$ cat src/rtl/zacore_prefetch.sv
// zacore_prefetch: instruction prefetch queue between memory and decode.
// Fetches words sequentially from fetch_pc into a circular FIFO and presents
// the oldest entry to decode. A redirect flushes the queue and restarts
// fetching at the new address. Reset takes priority over redirect.
//
// Ports:
//   i_clk, i_rst        clock, synchronous active-high reset
//   o_fetch_req         memory request (combinational: not full, no flush)
//   i_fetch_ack         memory accepts; i_inst_read valid in the same cycle
//   o_fetch_addr        word-aligned request address (equals fetch_pc)
//   i_inst_read         returned instruction word
//   o_valid/i_ready     head handshake towards decode
//   o_inst/o_pc         head instruction and its byte address
//   i_redirect(_pc)     flush and restart fetch at i_redirect_pc & ~3
//   o_count             queue occupancy
module zacore_prefetch #(
  parameter int unsigned QUEUE_DEPTH = 4,
  parameter logic [31:0] RESET_PC    = 32'h0000_0000
) (
  input  logic                               i_clk,
  input  logic                               i_rst,
  output logic                               o_fetch_req,
  input  logic                               i_fetch_ack,
  output logic [31:0]                        o_fetch_addr,
  input  logic [31:0]                        i_inst_read,
  output logic                               o_valid,
  input  logic                               i_ready,
  output logic [31:0]                        o_inst,
  output logic [31:0]                        o_pc,
  input  logic                               i_redirect,
  input  logic [31:0]                        i_redirect_pc,
  output logic [$clog2(QUEUE_DEPTH+1)-1:0]   o_count
);

  localparam int unsigned PTR_W = $clog2(QUEUE_DEPTH);
  localparam int unsigned CNT_W = $clog2(QUEUE_DEPTH + 1);
  localparam logic [CNT_W-1:0] DEPTH_C = CNT_W'(QUEUE_DEPTH);

  typedef struct packed {
    logic [31:0] inst;
    logic [31:0] pc;
  } entry_t;

  entry_t             mem [QUEUE_DEPTH];
  logic [PTR_W-1:0]   wr_ptr;
  logic [PTR_W-1:0]   rd_ptr;
  logic [CNT_W-1:0]   count;
  logic [31:0]        fetch_pc;
  logic               push;
  logic               pop;

  // Low address bits of the redirect target are discarded by design.
  logic unused_redirect_lsb;
  assign unused_redirect_lsb = ^i_redirect_pc[1:0];

  // Request never looks at i_ready, so decode has no path to memory.
  assign o_fetch_req  = ~i_rst & ~i_redirect & (count < DEPTH_C);
  assign o_fetch_addr = fetch_pc;
  assign o_valid      = (count != '0);
  assign o_inst       = mem[rd_ptr].inst;
  assign o_pc         = mem[rd_ptr].pc;
  assign o_count      = count;

  assign push = o_fetch_req & i_fetch_ack;
  assign pop  = o_valid & i_ready & ~i_redirect & ~i_rst;

  // Queue storage: written on push only, never reset.
  always_ff @(posedge i_clk) begin
    if (push) begin
      mem[wr_ptr] <= '{inst: i_inst_read, pc: fetch_pc};
    end
  end

  // Pointers, occupancy and fetch address; reset beats redirect beats push/pop.
  always_ff @(posedge i_clk) begin
    if (i_rst) begin
      wr_ptr   <= '0;
      rd_ptr   <= '0;
      count    <= '0;
      fetch_pc <= {RESET_PC[31:2], 2'b00};
    end else if (i_redirect) begin
      wr_ptr   <= '0;
      rd_ptr   <= '0;
      count    <= '0;
      fetch_pc <= {i_redirect_pc[31:2], 2'b00};
    end else begin
      if (push) begin
        wr_ptr   <= wr_ptr + PTR_W'(1);
        fetch_pc <= fetch_pc + 32'd4;
      end
      if (pop) begin
        rd_ptr <= rd_ptr + PTR_W'(1);
      end
      case ({push, pop})
        2'b10:   count <= count + CNT_W'(1);
        2'b01:   count <= count - CNT_W'(1);
        default: count <= count;
      endcase
    end
  end

endmodule

$ cat config.mk
export PLATFORM = sky130hd
export DESIGN_NAME = zacore_prefetch
export DESIGN_NICKNAME = d
export VERILOG_FILES = /design/src/rtl/zacore_prefetch.sv
export SDC_FILE = /design/constraint.sdc
export NUM_CORES = 1
export LEC_CHECK = 0
export BUFFER_PORTS_ARGS = -buffer_cell sky130_fd_sc_hd__clkbuf_2
export CAP_MARGIN = 30
export CORE_MARGIN = 2
export CORE_UTILIZATION = 45
export DETAILED_ROUTE_END_ITERATION = 7
export PLACE_DENSITY = 0.63
export SLEW_MARGIN = 0
export SYNTH_ARGS = -nofsm -noshare
export SYNTH_HDL_FRONTEND = slang
export SYNTH_SLANG_ARGS = --single-unit
$ cat constraint.sdc
create_clock -name i_clk -period 3.5 [get_ports i_clk]
set_clock_uncertainty 0.15 [all_clocks]
set_input_delay 0.175 -clock i_clk [delete_from_list [all_inputs] [get_ports i_clk]]
set_output_delay 0.175 -clock i_clk [all_outputs]
set_load 0.01 [all_outputs]
==> run metrics <==
crit path kind flip-flop to flip-flop; critical path required time 3.82 ns; flop-to-flop setup slack 0.67 ns; Leak Pwr 0.004900 uW; initial drt markers 516; Pre-antenna DRT Iters 4; grt total ovfl 0; EDFF count, synth 248; initial antenna violation count 0; Final nets 937; startpoint class of the critical path flip-flop; worst r2r dst o_fetch_addr[27]$_SDFFE_PP0P_; Worst path top cell family by delay simple AND/OR/NAND/NOR gates; vias per inst 5.380; initial core utilization 0.4597; status complete, no violations; DR WL/cell 20.02 um; Crit path arrival time 3.15 ns; ANT cells 0; Worst-Skew Late Latency 0.55 ns; CP Buf/Inv Count 1; synthesized area per cell 18.57 um2; slowest stage delay, CP 0.59 ns; Clock Root Buffer clkbuf_16; FP Rows 57; top-area cell type share of the netlist area 0.6661; layout cells sized above 1 0.3246; Hold Fails Final Rpt 0; end of the critical path o_fetch_addr[27]$_SDFFE_PP0P_; final core utilization 0.5813; Synth area leaders edfxtp_1 67%, mux4_2 12%, dfxtp_1 7.0%; count leader, synth edfxtp_1; Yosys Warn Count 0; number of stages on the worst setup path 6; CP endpoint kind flip-flop; port buffer count 163; chip width 161.6 um; ANT nets after route 0; most frequent CP cell nand4_1; max-slew violation count 0; Post-DP HPWL 14.73 mm; Die Footprint 26120 um2; CTS tree yes; slowest cell on the critical path dlygate4sd3_1; Worst VDD drop 0.0003179 V; first-pass GRT wire length 37.27 mm; worst path cell trace nand4_1, nor2_1, nand4_1, xor2_1, a211oi_1, dlygate4sd3_1; synth-to-layout area growth 26.45%; CTS H-tree depth 1; Synth Instances 602; Async SR Flop Fraction 0; Worst Hold Class primary input to flip-flop; final critical-path required period 2.831 ns; dpl cell area 12430 um2; largest net degree at the start of global routing 63; Final Setup Violations 0; setup TNS 0 ns; RSZ-0062 raised after global routing no; Post-Layout Inst Area 14140 um2; I/O pin cnt 170; Yosys reg bits 287; CTS clk-pin slew, worst paths 0.06 ns; vias in the first global route 6733; fin worst setup slack 0.6692 ns; CTS Sinks 287; Cell variety after synth 43; Max Fclk 353.3 MHz; worst setup path start o_fetch_addr[16]$_SDFFE_PP0P_; worst r2r src o_fetch_addr[16]$_SDFFE_PP0P_; PwrDens 498.7 nW/um2; synth cell count leaders 248 x edfxtp_1, 62 x mux4_2, 39 x dfxtp_1; post-synth top area cell edfxtp_1; Via Count 6483; Core Region 24320 um2; Synth Cell Area 11180 um2; sequential area share after synthesis 0.7360; all-layer global routing usage 0.1847; Top FF cell, synth edfxtp_1; crit-path max FO 10; Place WS 0.7191 ns; TritonCTS Buffers 29; fin crit share 0.8088; worst slew pin tran 0.9844 ns; Max transition margin 0.3437; worst reg-to-reg path cell count 6; # fillers 1854; final WL 24.12 mm; max_cap viols 0; Die H 161.6 um; Clock Path Buffers 3; DRC errors left 0; Placer Congestion 0.8298
cells by family (layout without fill, tap and decap cells):
family,count (synthesis),after routing,share of synthesized area
buf+inv,41,317,0.01746
mux,69,69,0.1314
fa+ha+maj,7,7,0.008506
xor+xnor,29,29,0.02272
compound gates,45,45,0.02373
simple gates,123,123,0.05988
flops,287,287,0.7360
other cells,1,4,0.0003354
how the worst min path moves through the flow:
stage	from	end	slack, ns	cells past startpoint
5_1_grt	i_rst	o_fetch_addr[28]$_SDFFE_PP0P_	0.05	2
6_report	i_rst	o_fetch_addr[21]$_SDFFE_PP0P_	0.04	2
3_5_place_dp	i_inst_read[9]	mem[3][41]$_DFFE_PP_	0.24	1
3_3_place_gp	i_inst_read[0]	mem[0][32]$_DFFE_PP_	0.24	1
2_1_floorplan	i_inst_read[0]	mem[0][32]$_DFFE_PP_	0.12	0
4_1_cts	i_rst	o_fetch_addr[21]$_SDFFE_PP0P_	0.003	2
worst register-to-register path, cell delays in order (launching register included):
cell           delay [ns]
dfxtp_1              0.58
nand4_1              0.40
nor2_1               0.44
nand4_1              0.20
xor2_1               0.19
a211oi_1             0.23
dlygate4sd3_1        0.59
cells in the final DEF (no fill, tap or decap), types with 5 or more instances in the layout:
cell type and n:
o22ai_1 8, inv_1 7, xor2_1 13, nand2_1 28, dlygate4sd3_1 83, mux2i_1 5, nor3_1 6, clkbuf_1 11
clkbuf_16 29, buf_4 7, and3_1 13, clkbuf_2 163, a21oi_1 22, mux4_2 62, clkinv_1 6, ha_1 6
a211oi_1 8, and4_1 5, edfxtp_1 248, nor2_1 29, nand3_1 9, dfxtp_1 37, nand4_1 12, xnor2_1 16
sequential cells by signal (all words and copies together), names as in the netlist, named ones only:
name	cells
rd_ptr	2
o_count	3
wr_ptr	2
mem	248
o_fetch_addr	30
where the power goes:
part / switching, uW / leakage [uW] / internal [uW]
clock network: 1200 / 0.000417 / 1660
registers: 67.4 / 0.00256 / 3770
logic: 170 / 0.00192 / 179
total: 1430 / 0.00490 / 5610
metrics by stage:
stage / total power, uW / instances / hold slack (ns)
2_1_floorplan: 4028 / 605 / 0.1239
3_3_place_gp: 4163 / 1070 / 0.2385
3_5_place_dp: 4183 / 1071 / 0.2446
4_1_cts: 7120 / 1205 / 0.003073
5_1_grt: 7283 / 1205 / 0.04790
6_report: 7049 / 1205 / 0.04358
repair_timing:
| item | 4_1_cts | 5_1_grt |
|---|---|---|
| hold buffers | 83 | 0 |
| endpoints found under the hold margin | 161 | 0 |
| buffers inserted | 0 | 0 |
| resized for setup | 0 | 0 |
| endpoints found under the setup margin | 0 | 0 |
area by class of cell:
| class | count | area, um2 | share of cell area |
|---|---|---|---|
| clock buffers | 40 | 767.0 | 0.05426 |
| clock inverters | 11 | 103.9 | 0.007346 |
| inverters | 8 | 30.03 | 0.002124 |
| multi-input cells | 277 | 2788 | 0.1972 |
| flip-flops and latches | 287 | 8235 | 0.5826 |
| well taps | 324 | 405.4 | 0.02868 |
| repair buffers | 258 | 1807 | 0.1278 |
layer usage:
layer,wire length [um],up-vias,track usage
met3,1294,37,0.02517
met1,10400,3318,0.2529
met5,0,-,0
li1,-,2916,-
met4,407,0,0.04264
met2,12020,212,0.3180
(Power assumes the default switching activity.)
